**config.mk**
```make
export PLATFORM = sky130hd
export DESIGN_NAME = clint
export DESIGN_NICKNAME = d
export VERILOG_FILES = /design/src/rtl/clint.sv
export SDC_FILE = /design/constraint.sdc
export NUM_CORES = 1
export LEC_CHECK = 0
export BUFFER_PORTS_ARGS = -buffer_cell sky130_fd_sc_hd__buf_4
export CORE_ASPECT_RATIO = 0.75
export CORE_MARGIN = 5
export CORE_UTILIZATION = 35
export CTS_CLUSTER_SIZE = 30
export DETAILED_ROUTE_END_ITERATION = 8
export PLACE_DENSITY_LB_ADDON = 0.12
export SLEW_MARGIN = 20
export SYNTH_ARGS = -nofsm -noshare
export SYNTH_HDL_FRONTEND = slang
export SYNTH_SLANG_ARGS = --single-unit
```
**constraint.sdc**
```tcl
create_clock -name clock -period 2.4 [get_ports clock]
set_clock_uncertainty 0.05 [all_clocks]
set_input_delay 0.12 -clock clock [delete_from_list [all_inputs] [get_ports clock]]
set_output_delay 0.12 -clock clock [all_outputs]
set_load 0.1 [all_outputs]
```
**src/rtl/clint.sv**
```systemverilog
// Core-local interruptor: memory-mapped mtime/mtimecmp/msip responder with RTC tick
// divider, driving the machine timer and software interrupt lines into the core.
module clint #(
   parameter logic [31:0] base_addr       = 32'h2000000,
   parameter int unsigned clk_divider_rtc = 4
) (
   input  logic        clock,
   input  logic        reset,
   input  logic        clint_valid,
   input  logic        clint_instr,
   input  logic [31:0] clint_addr,
   input  logic [31:0] clint_wdata,
   input  logic [3:0]  clint_wstrb,
   output logic [31:0] clint_rdata,
   output logic        clint_ready,
   output logic        clint_msip,
   output logic        clint_mtip,
   output logic [63:0] clint_mtime
);

   localparam int unsigned      DIV_W   = (clk_divider_rtc > 0) ? $clog2(clk_divider_rtc + 1) : 1;
   localparam logic [DIV_W-1:0] DIV_MAX = DIV_W'(clk_divider_rtc);

   localparam logic [15:0] OFF_MSIP     = 16'h0000;
   localparam logic [15:0] OFF_CMP_LO   = 16'h4000;
   localparam logic [15:0] OFF_CMP_HI   = 16'h4004;
   localparam logic [15:0] OFF_MTIME_LO = 16'hBFF8;
   localparam logic [15:0] OFF_MTIME_HI = 16'hBFFC;

   logic [DIV_W-1:0] r_div_cnt;
   logic             r_rtc;
   logic [63:0]      r_mtime;
   logic [63:0]      r_mtimecmp;
   logic             r_msip;
   logic             r_mtip;
   logic             r_ready;
   logic [31:0]      r_rdata;

   logic [31:0] w_offset;
   logic [15:0] w_off;
   logic        w_wr;
   logic        w_wrap;
   logic        w_tick;
   logic        w_wr_mtime_lo;
   logic        w_wr_mtime_hi;
   logic [31:0] w_rd_data;
   logic [63:0] w_mtime_nxt;
   logic        w_unused;

   function automatic logic [31:0] merge_bytes(input logic [31:0] old_v,
                                               input logic [31:0] new_v,
                                               input logic [3:0]  strb);
      logic [31:0] res;
      res = old_v;
      for (int b = 0; b < 4; b++) begin
         if (strb[b]) res[8*b +: 8] = new_v[8*b +: 8];
      end
      return res;
   endfunction

   assign w_offset      = clint_addr - base_addr;
   assign w_off         = w_offset[15:0];
   assign w_wr          = clint_valid & (|clint_wstrb);
   assign w_wrap        = (r_div_cnt == DIV_MAX);
   assign w_tick        = w_wrap & ~r_rtc;
   assign w_wr_mtime_lo = w_wr & (w_off == OFF_MTIME_LO);
   assign w_wr_mtime_hi = w_wr & (w_off == OFF_MTIME_HI);
   assign w_unused      = &{1'b0, clint_instr, w_offset[31:16]};

   // NOTE: every combinational output gets a default first so no path infers a latch.
   always_comb begin
      w_rd_data = '0;
      case (w_off)
         OFF_MSIP:     w_rd_data = {31'd0, r_msip};
         OFF_CMP_LO:   w_rd_data = r_mtimecmp[31:0];
         OFF_CMP_HI:   w_rd_data = r_mtimecmp[63:32];
         OFF_MTIME_LO: w_rd_data = r_mtime[31:0];
         OFF_MTIME_HI: w_rd_data = r_mtime[63:32];
         default:      w_rd_data = '0;
      endcase
   end

   // A bus write to either mtime word suppresses that cycle's tick on all 64 bits.
   always_comb begin
      w_mtime_nxt = r_mtime;
      if (w_wr_mtime_lo || w_wr_mtime_hi) begin
         if (w_wr_mtime_lo) w_mtime_nxt[31:0]  = merge_bytes(r_mtime[31:0],  clint_wdata, clint_wstrb);
         if (w_wr_mtime_hi) w_mtime_nxt[63:32] = merge_bytes(r_mtime[63:32], clint_wdata, clint_wstrb);
      end else if (w_tick) begin
         w_mtime_nxt = r_mtime + 64'd1;
      end
   end

   // NOTE: state registers use non-blocking assignments so all flops sample pre-edge values.
   always_ff @(posedge clock or negedge reset) begin
      if (!reset) begin
         r_div_cnt  <= '0;
         r_rtc      <= 1'b0;
         r_mtime    <= '0;
         r_mtimecmp <= '1;
         r_msip     <= 1'b0;
         r_mtip     <= 1'b0;
         r_ready    <= 1'b0;
         r_rdata    <= '0;
      end else begin
         r_div_cnt <= w_wrap ? '0 : r_div_cnt + DIV_W'(1);
         if (w_wrap) r_rtc <= ~r_rtc;
         r_mtime <= w_mtime_nxt;
         if (w_wr && (w_off == OFF_CMP_LO))
            r_mtimecmp[31:0]  <= merge_bytes(r_mtimecmp[31:0], clint_wdata, clint_wstrb);
         if (w_wr && (w_off == OFF_CMP_HI))
            r_mtimecmp[63:32] <= merge_bytes(r_mtimecmp[63:32], clint_wdata, clint_wstrb);
         if (w_wr && (w_off == OFF_MSIP) && clint_wstrb[0])
            r_msip <= clint_wdata[0];
         r_mtip  <= (r_mtime >= r_mtimecmp);
         r_ready <= clint_valid;
         r_rdata <= clint_valid ? w_rd_data : '0;
      end
   end

   assign clint_rdata = r_rdata;
   assign clint_ready = r_ready;
   assign clint_msip  = r_msip;
   assign clint_mtip  = r_mtip;
   assign clint_mtime = r_mtime;

endmodule
```
==> metrics.txt, run 1 <==
status finished clean; antenna violation net count after detailed routing 0; core footprint 0.0304 sq mm; Post-synth EDFFs 0; Synth Register Bits 167; CP required 2.68 ns; buffers added on ports 153; WHS 0.0632 ns; Initial DRT Pass Iterations 5; RePlAce Congestion 0.945; pins over their slew limit 0; worst skew pair latency 0.45 ns; largest net degree at the start of global routing 61; global-route wire length before repair 62100 um; Syn Inst Count 1125; DR iter-0 viols 952; Avg Inst Size Synth 9.67 sq um; max-cap viol count 0; Worst path max stage delay 0.52 ns; clk slew on worst S/H paths 0.07 ns; # DRC 0; Yosys top cell area share 23.7%; final setup fails 0; critical path class reg -> reg; met1 usage 35.5%; vias per inst 5.64; FFs w/ async S/R, synth 100%; full die area 0.0347 sq mm; CTS buffer count 17; synthesized net count 1264; Rel. slew slack 56.2%; Int Pwr 4.80 mW; synth cell count leaders dfrtp_1 (103), nor2_1 (92), inv_1 (73), mux2i_1 (73), nand2_1 (70); Flop pwr share 45.1%; CP bufs+invs 1; HPWL Detailed 30800 um; leading area contributor after synthesis dfrtp_1; Seq/Total Area, Yosys 39.2%; CTS tree built; initial antenna violation count 0; worst hold-check path type in -> reg; # diodes 0; fmax 0.425 GHz; CTS root buffer clkbuf_16; met2 Use GR 33.8%; clk sink count 167; Initial Utilization 35.8%; Filler cells 2917; sw power 1.46 mW; GRT Max-Usage Layer met1; Max VDD drop 0.480 mV; worst-margin pin slew 0.657 ns; net count reported at finish 1545; DR vias 10300; Synth cell types 77; CP arrival 2.63 ns; Final TNS setup 0 ns; crit-path cells nand2_1 -> buf_4 -> or4_4 -> nor4_4 -> and3_1 -> a31oi_1 -> o22a_1; Detailed Route WL 40700 um; all-layer global routing usage 23.3%; combinational power share 5.5%; CP top delay family simple AND/OR/NAND/NOR gates; slowest cell on the critical path or4_4; most numerous cell in the Yosys netlist dfrtp_1; Clk network pwr share 49.4%; final global-route overflow total 0; synth warn 0; Final Cycle Share 98.0%; worst-path fanout max 5; sw frac 23.3%; layout cell share with drive strength beyond 1 38.8%; die span in y 163 um; met3 usage 5.05%; CP Launch Type register; Worst setup EP type register; # IOs 171; prevailing post-synth register cell dfrtp_1; Avg WL per Cell 22.4 um; Layout area overhead 34.7%; P_leak 6.40 nW; # H-tree levels 4; chip width 214 um; Tmin final 2.35 ns; vias in the first global route 9974; Max clock buf depth 2; final hold viol count 0; Cell Area, Synth 0.0109 sq mm; Synth area leaders dfrtp_1 (24%), dfstp_2 (15%), ha_1 (7.7%), mux2_2 (6.7%), mux2i_1 (6.7%); row cnt 55; P per Cell Area 427 mW/mm^2
-- timing repair --
action	in CTS	in global routing
endpoints found under the setup margin	1	11
hold buffers	35	0
gates resized for setup	5	28
endpoints found under the hold margin	158	0
cloned	0	1
pin swaps	3	11
setup buffers	2	4
-- kinds of logic (layout without fill, tap and decap cells) --
family	after synthesis	count (layout)	synth area share [%]
flip-flops	167	167	39.2
adder cells (fa/ha/maj)	67	67	7.71
AO/OA/AOI/OAI	233	233	15.2
AND/OR/NAND/NOR	386	386	19.3
XOR/XNOR	1	1	0.0806
multiplexers	138	138	13.5
buffers and inverters	133	427	5.14
-- worst paths after layout --
kind,start,to,slack (ns),cells past startpoint
max,clint_mtime[16],clint_mtime[44],0.05,7
min,clint_wstrb[0],clint_msip,0.06,3
max reg2reg,clint_mtime[16],clint_mtime[44],0.05,7
min reg2reg,r_div_cnt[0],r_div_cnt[0],0.40,1
max in group asynchronous,reset,r_mtimecmp[16],1.34,3
min in group asynchronous,reset,clint_rdata[1],0.15,2
-- cells in the final DEF, fill, tap and decap left out, types with 6 or more instances in the layout --
| master | count |
|---|---|
| buf_4 | 277 |
| nor2_1 | 91 |
| inv_1 | 73 |
| mux2i_1 | 73 |
| nand2_1 | 69 |
| a21oi_1 | 66 |
| mux2_2 | 65 |
| ha_1 | 64 |
| dfstp_2 | 64 |
| nand4_1 | 55 |
| nand3_1 | 55 |
| dfrtp_1 | 47 |
| o22a_1 | 39 |
| dlygate4sd3_1 | 35 |
| dfrtp_2 | 33 |
| o21ai_0 | 24 |
| dfrtp_4 | 23 |
| and3_1 | 21 |
| clkbuf_16 | 18 |
| nor3_1 | 13 |
| nor4_1 | 12 |
| and4_1 | 12 |
| a21o_1 | 12 |
| o211ai_1 | 11 |
| a31oi_1 | 8 |
| o22ai_1 | 7 |
| and2_1 | 6 |
| or3_1 | 6 |
| buf_12 | 6 |
-- final cells by class --
| cell class | instances | area [sq um] | area share (%) |
|---|---|---|---|
| timing repair buffer | 321 | 2580 | 17.6 |
| clock buffer | 21 | 472 | 3.22 |
| sequential | 167 | 4390 | 30.0 |
| inverter | 74 | 278 | 1.90 |
| tap | 399 | 499 | 3.41 |
| multi-input combinational | 825 | 6260 | 42.7 |
| clock inverter | 11 | 170 | 1.16 |
-- power groups by stage --
stage               sequential, mW  clock, mW  combinational (mW)
floorplan                     2.88          0              0.0845
CTS                           2.82       3.14               0.350
global placement              2.87          0               0.304
global route                  2.82       3.25               0.375
finish                        2.82       3.09               0.346
detailed placement            2.87          0               0.304
-- flip-flops by register name, indices dropped and copies added, names as in the netlist --
signal	count
clint_rdata	32
clint_mtip	1
r_div_cnt	3
clint_ready	1
clint_msip	1
clint_mtime	64
r_rtc	1
r_mtimecmp	64
-- routing by layer --
layer	vias up	share of wire [%]
li1	4767	-
met1	5071	49
met2	379	42
met3	39	7.4
met4	0	1.3
met5	-	0
-- worst register-to-register path, delay by kind of cell, from the launching register on --
family,cells,cell delay [ns]
simple gates,4,1.25
flops,1,0.46
compound gates,2,0.30
buf+inv,1,0.18
-- stage by stage --
stage / setup slack, ns / total power [mW] / instance area, sq um / std cells / util, %
floorplan: -0.0180 / 2.96 / 11100 / 1125 / -
global placement: -0.351 / 3.17 / 13400 / 1745 / 44.2
detailed placement: -0.303 / 3.17 / 13400 / 1745 / 44.2
CTS: 0.0166 / 6.31 / 14500 / 1814 / 47.6
global route: -0.0160 / 6.45 / 14600 / 1818 / 48.2
finish: 0.0489 / 6.26 / 14600 / 1818 / 48.2
No activity file was read; power rests on OpenSTA's default activity.
==> inputs of run 2 (changes only) <==
--- a/config.mk
+++ b/config.mk
@@ -5,6 +5,7 @@
 export SDC_FILE = /design/constraint.sdc
 export NUM_CORES = 1
 export LEC_CHECK = 0
+export ABC_AREA = 1
 export BUFFER_PORTS_ARGS = -buffer_cell sky130_fd_sc_hd__buf_4
 export CORE_ASPECT_RATIO = 0.75
 export CORE_MARGIN = 5
==> run 2 against run 1 <==
Effect of this change:
- via count is 20% higher
- clock power is 2% higher
- sequential share of layout area is 1.6 points lower
- cell area is 2.5% higher
- cell count is 35% higher
- non-clock buffer count is 29 lower
==> metrics.txt, run 2 <==
commonest non-fill, non-tap cell in the layout nand2_1; prevailing post-synth register cell dfrtp_1; Filler cells 3538 (+21%); # diodes 0 (unchanged); final global-route overflow total 0 (unchanged); Seq/Total Area, Yosys 36.3% (-2.8 points); Detailed Route WL 48900 um (+20%); CTS root buffer clkbuf_16; CP required 2.70 ns (+0.02 ns); RSZ-0062 raised after global routing false; Yosys top cell area share 22.0% (-1.7 points); fmax 0.446 GHz (+5.0%); net count reported at finish 2127 (+38%); Initial DRT Pass Iterations 6 (+1); RePlAce Congestion 1.03 (+8.5%); WHS 0.0291 ns (-0.0342 ns); Synth Register Bits 167 (unchanged); clk sink count 167 (unchanged); final hold viol count 0 (unchanged); Rel. slew slack 62.5% (+6.3 points); vias per inst 5.01 (-11%); P per Cell Area 418 mW/mm^2 (-2.2%); pins over their slew limit 0 (unchanged); CTS buffer count 17 (unchanged); layout cell share with drive strength beyond 1 21.0% (-18 points); synth cell count leaders nand2_1 (560), nor2_1 (258), inv_1 (199); Final TNS setup 0 ns (unchanged); # DRC 0 (unchanged); leading area contributor after synthesis dfrtp_1; worst-margin pin slew 0.561 ns (-0.0958 ns); Initial Utilization 35.2% (-0.57 points); Synth Area in Simple Gates 33.5% (+14 points); CTS tree built; CP top delay family simple AND/OR/NAND/NOR gates; chip width 221 um (+3.6%); critical path class reg -> reg; Post-Synth XOR/XNOR Area 1.57% (+1.5 points); Max VDD drop 0.514 mV (+7.1%); Synth area leaders dfrtp_1 (22%), nand2_1 (18%), dfstp_2 (14%), nor2_1 (8.3%), ha_1 (7.2%); DR iter-0 viols 1263 (+33%); Avg Inst Size Synth 6.82 sq um (-29%); postcts setup bufs 0 (-2); slowest cell on the critical path dfrtp_1; Cell Area, Synth 0.0117 sq mm (+7.8%); Worst path max stage delay 0.51 ns (about the same); antenna violation net count after detailed routing 0 (unchanged); global-route wire length before repair 74000 um (+19%); FFs w/ async S/R, synth 100% (unchanged); most numerous cell in the Yosys netlist nand2_1; Worst setup EP type register; worst hold-check path type in -> reg; Post-synth EDFFs 0 (unchanged); vias in the first global route 11700 (+18%); Sequential Area 0.00426 sq mm (-2.8%); die span in y 168 um (+3.6%); most frequent cells in the layout nand2_1 (560), nor2_1 (257), buf_4 (252), inv_1 (199), dfrtp_1 (100); cell seen most often among critical-path stages nand2_1; largest net degree at the start of global routing 52 (-15%); HPWL Detailed 38700 um (+26%); full die area 0.0373 sq mm (+7.4%); initial antenna violation count 0 (unchanged); Synth cell types 38 (-51%); status finished clean; Layout area overhead 28.1%; Compound-Gate Fraction of Synth Area 12.6% (-2.6 points); all-layer global routing usage 26.1% (+2.8 points); synth warn 0 (unchanged); DR vias 12300 (+20%); multiplexer area fraction after synthesis 0% (-13 points); max-cap viol count 0 (unchanged); Avg WL per Cell 20.0 um (-11%); synthesized net count 1858 (+47%); Max clock buf depth 2 (unchanged); Final Cycle Share 93.3% (-4.6 points); Syn Inst Count 1719 (+53%); CP bufs+invs 0 (-1); buffers added on ports 153 (unchanged); clk slew on worst S/H paths 0.07 ns (about the same); core footprint 0.0333 sq mm (+9.5%); P_leak 6.90 nW (+7.9%); crit-path cells nand2_1 -> nor2_1 -> nand2_1 -> nor2_1 -> nand2_1 -> xor2_1 -> nand2_1 -> nand2_1 -> nand2_1 -> nand2_1; # H-tree levels 4 (unchanged); CP arrival 2.54 ns (-0.09 ns); worst skew pair latency 0.46 ns (about the same); post-synthesis adder-cell area fraction 7.15% (-0.56 points); final setup fails 0 (unchanged); Tmin final 2.24 ns (-0.111 ns); CP Launch Type register; row cnt 58 (+5.5%); largest family of logic cells by synthesized area simple AND/OR/NAND/NOR gates; worst-path fanout max 6 (+1); area of the multi-input gates 0.00643 sq mm (+2.8%); # IOs 171 (unchanged)
==> run 2: cell count changes after synthesis, moves of 36 or more <==
cell / before / now
inv_1: 73 / 199
nor2_1: 92 / 258
o21ai_1: 1 / 37
mux2i_1: 73 / 0
nand2_1: 70 / 560
o21ai_0: 27 / 80
mux2_2: 65 / 0
o22a_1: 39 / 0
o22ai_1: 7 / 52
==> run 2: worst paths after layout <==
check / to / from / cells past startpoint / slack (ns)
setup / recovery: clint_mtime[28] / clint_mtime[24] / 10 / 0.16
hold / removal: clint_mtime[32] / clint_wstrb[0] / 4 / 0.03
setup reg to reg: clint_mtime[28] / clint_mtime[24] / 10 / 0.16
hold reg to reg: r_div_cnt[0] / r_div_cnt[0] / 1 / 0.41
max in group asynchronous: r_mtimecmp[45] / reset / 3 / 1.38
min in group asynchronous: clint_rdata[3] / reset / 2 / 0.13
==> run 2: timing repair <==
item	CTS	global route
setup endpoints to repair	0	5
hold buffers	34	0
hold endpoints to repair	145	0
gates resized for setup	0	3
==> run 2: area by class of cell <==
type | count | area share (%)
sequential | 167 | 28.4
timing repair buffer | 292 | 15.6
multi-input combinational | 1305 | 42.8
inverter | 205 | 5.12
clock inverter | 12 | 1.33
clock buffer | 20 | 2.97
tap | 450 | 3.75
==> run 2: kinds of logic after synthesis <==
group,Yosys count
adder cells (fa/ha/maj),67
AND/OR/NAND/NOR,956
buffers and inverters,247
flip-flops,167
XOR/XNOR,21
AO/OA/AOI/OAI,261
==> run 2: report_power, final <==
group          switching [mW]  internal [mW]
Combinational           0.180          0.119
Clock                    1.28           1.88
Sequential           0.000990           2.82
==> run 2: layer usage <==
layer  vias up  global-route usage (%)  wire [um]
li1       6039                       -          -
met1      5766                    40.7      24600
met2       438                    37.6      20100
met3        36                    4.92       3650
met4         0                    5.04        621
met5         -                       0          0
==> run 2: through the flow <==
step	total power [mW]	instances	setup WS (ns)	cell area [sq um]	utilization (%)
floorplan	2.93	1719	0.0301	11700	-
global placement	3.13	2385	0.123	14000	42.1
detailed placement	3.13	2385	0.0795	14000	42.1
CTS	6.34	2451	0.0603	15000	45.1
global route	6.49	2451	0.0374	15000	45.1
finish	6.28	2451	0.160	15000	45.1
==> run 2: worst reg2reg max path, stage by stage, from the launching register on <==
cell,delay [ns]
dfrtp_1,0.51
nand2_1,0.13
nor2_1,0.32
nand2_1,0.16
nor2_1,0.22
nand2_1,0.23
xor2_1,0.21
nand2_1,0.14
nand2_1,0.08
nand2_1,0.06
nand2_1,0.05
==> inputs of run 3 (changes only) <==
==> constraint.sdc (replaced) <==
create_clock -name clock -period 2.53 [get_ports clock]
set_clock_uncertainty 0.05 [all_clocks]
set_input_delay 0.1265 -clock clock [delete_from_list [all_inputs] [get_ports clock]]
set_output_delay 0.1265 -clock clock [all_outputs]
set_load 0.1 [all_outputs]
==> run 3 against run 2 <==
Effect of this change:
- critical path depth did not move
- die area did not move
- hold slack improved by 0.025 ns
- first-iteration DRC count fell by 4.4%
- global-route usage fell by 0.31 points
- largest cell class unchanged
- routed wire length fell by 0.70%
- clock-buffer cell count rose by 3
==> metrics.txt, run 3 (synthesized netlist as in run 2, its figures left out) <==
worst hold-check path type in -> reg; CP top delay family simple AND/OR/NAND/NOR gates; sw frac 24.2% (+0.95 points); # H-tree levels 4 (unchanged); P per Cell Area 380 mW/mm^2 (-9.1%); critical path class reg -> reg; Tmin final 2.45 ns (+0.206 ns); net count reported at finish 2108 (-0.89%); CTS buffer count 17 (unchanged); worst skew pair latency 0.46 ns (about the same); fmax 0.409 GHz (-8.4%); Flop pwr share 47.7% (+2.7 points); initial antenna violation count 0 (unchanged); antenna violation net count after detailed routing 0 (unchanged); cell count along the critical path 10 (unchanged); Worst path max stage delay 0.54 ns (+0.03 ns); clk slew on worst S/H paths 0.07 ns (about the same); WHS 0.0541 ns (+0.0250 ns); cell seen most often among critical-path stages nand2_1; row cnt 58 (unchanged); final hold viol count 0 (unchanged); flop-to-flop setup slack 0.08 ns (-0.08 ns); P_leak 6.75 nW (-2.1%); die span in y 168 um (unchanged); status finished clean; FF-to-FF path depth 10 (unchanged); worst-margin pin slew 0.680 ns (+0.119 ns); # DRC 0 (unchanged); Max clock buf depth 2 (unchanged); Clk network pwr share 47.3% (-3.0 points); Worst setup EP type register; max-cap viol count 0 (unchanged); largest net degree at the start of global routing 52 (unchanged); Rel. slew slack 54.5% (-8.0 points); sw power 1.36 mW (-6.8%); Layout area overhead 26.2%; # diodes 0 (unchanged); vias per inst 5.08 (+1.3%); Avg WL per Cell 20.0 um (about the same); CP arrival 2.74 ns (+0.20 ns); CP required 2.82 ns (+0.12 ns); slowest cell on the critical path dfrtp_1; pins over their slew limit 0 (unchanged); Max VDD drop 0.363 mV (-29%); buffers added on ports 153 (unchanged); CTS tree built; crit-path cells nand2_1 -> nor2_1 -> nand2_1 -> nor2_1 -> nand2_1 -> xor2_1 -> nand2_1 -> nand2_1 -> nand2_1 -> nand2_1; chip width 221 um (unchanged); Int Pwr 4.26 mW (-12%); CP bufs+invs 0 (unchanged); RePlAce Congestion 0.984 (-4.0%); layout cell share with drive strength beyond 1 20.1% (-0.91 points); # IOs 171 (unchanged); worst-path fanout max 7 (+1); CTS root buffer clkbuf_16; Final TNS setup 0 ns (unchanged); final setup fails 0 (unchanged); CP Launch Type register; full die area 0.0373 sq mm (unchanged); vias in the first global route 11800 (+0.63%); Detailed Route WL 48600 um (-0.70%); core footprint 0.0333 sq mm (unchanged); Initial DRT Pass Iterations 7 (+1); combinational power share 5.1% (+0.3 points); final global-route overflow total 0 (unchanged); HPWL Detailed 38600 um (-0.20%); global-route wire length before repair 73500 um (-0.64%); Initial Utilization 35.2% (unchanged); postcts setup bufs 0 (unchanged); Final Cycle Share 96.7% (+3.4 points); clk sink count 167 (unchanged); RSZ-0062 raised after global routing false; all-layer global routing usage 25.8% (-0.31 points); most frequent cells in the layout nand2_1 (560), nor2_1 (257), buf_4 (234), inv_1 (199), dfrtp_1 (102); DR iter-0 viols 1207 (-4.4%); Hold Path Depth 5 (+1); commonest non-fill, non-tap cell in the layout nand2_1; DR vias 12300 (+0.53%)
run 3: routing by layer:
layer | routed length [um] | up-vias | track usage (%)
met5 | 0 | - | 0
li1 | - | 5974 | -
met2 | 20100 | 397 | 37.8
met4 | 726 | 0 | 5.18
met1 | 24800 | 5938 | 40.1
met3 | 3020 | 35 | 3.95
run 3: final cells by class:
type,instances,area [sq um]
multi-input combinational,1305,6430
clock buffer,23,488
timing repair buffer,273,2190
inverter,205,769
tap,450,563
fill,3517,18500
clock inverter,9,92.6
sequential,167,4260
run 3: stage by stage:
| stage | total power, mW | setup slack (ns) | cells | util, % | area [sq um] |
|---|---|---|---|---|---|
| floorplan | 2.78 | 0.0353 | 1719 | - | 11700 |
| global placement | 2.97 | 0.168 | 2366 | 41.6 | 13900 |
| detailed placement | 2.97 | 0.149 | 2366 | 41.6 | 13900 |
| CTS | 5.67 | 0.142 | 2432 | 44.4 | 14800 |
| global route | 5.80 | 0.0253 | 2432 | 44.4 | 14800 |
| finish | 5.62 | 0.0841 | 2432 | 44.4 | 14800 |
run 3: tightest hold or removal path, cell delays in order:
cell     delay [ns]
buf_4          0.14
nand2_1        0.07
nor2_1         0.06
nor2_1         0.08
a21oi_1        0.04
run 3: final timing paths:
| path | start | end |
|---|---|---|
| min in group asynchronous | reset | clint_rdata[2] |
| setup / recovery | clint_mtime[5] | clint_mtime[28] |
| hold / removal | clint_wstrb[0] | clint_msip |
| setup reg to reg | clint_mtime[5] | clint_mtime[28] |
| hold reg to reg | r_div_cnt[0] | r_div_cnt[0] |
| max in group asynchronous | reset | r_mtimecmp[32] |
run 3: what timing repair did:
item / CTS / global route
setup endpoints to repair: 0 / 1
resized for setup: 0 / 1
endpoints found under the hold margin: 140 / 0
hold buffers: 34 / 0
run 3: power groups by stage:
stage                     Clock, mW  Combinational, mW  Sequential [mW]
after global placement            0              0.244             2.72
after floorplan                   0             0.0484             2.73
final                          2.66              0.284             2.68
after global routing           2.81              0.313             2.68
after CTS                      2.71              0.288             2.68
after detailed placement          0              0.246             2.72
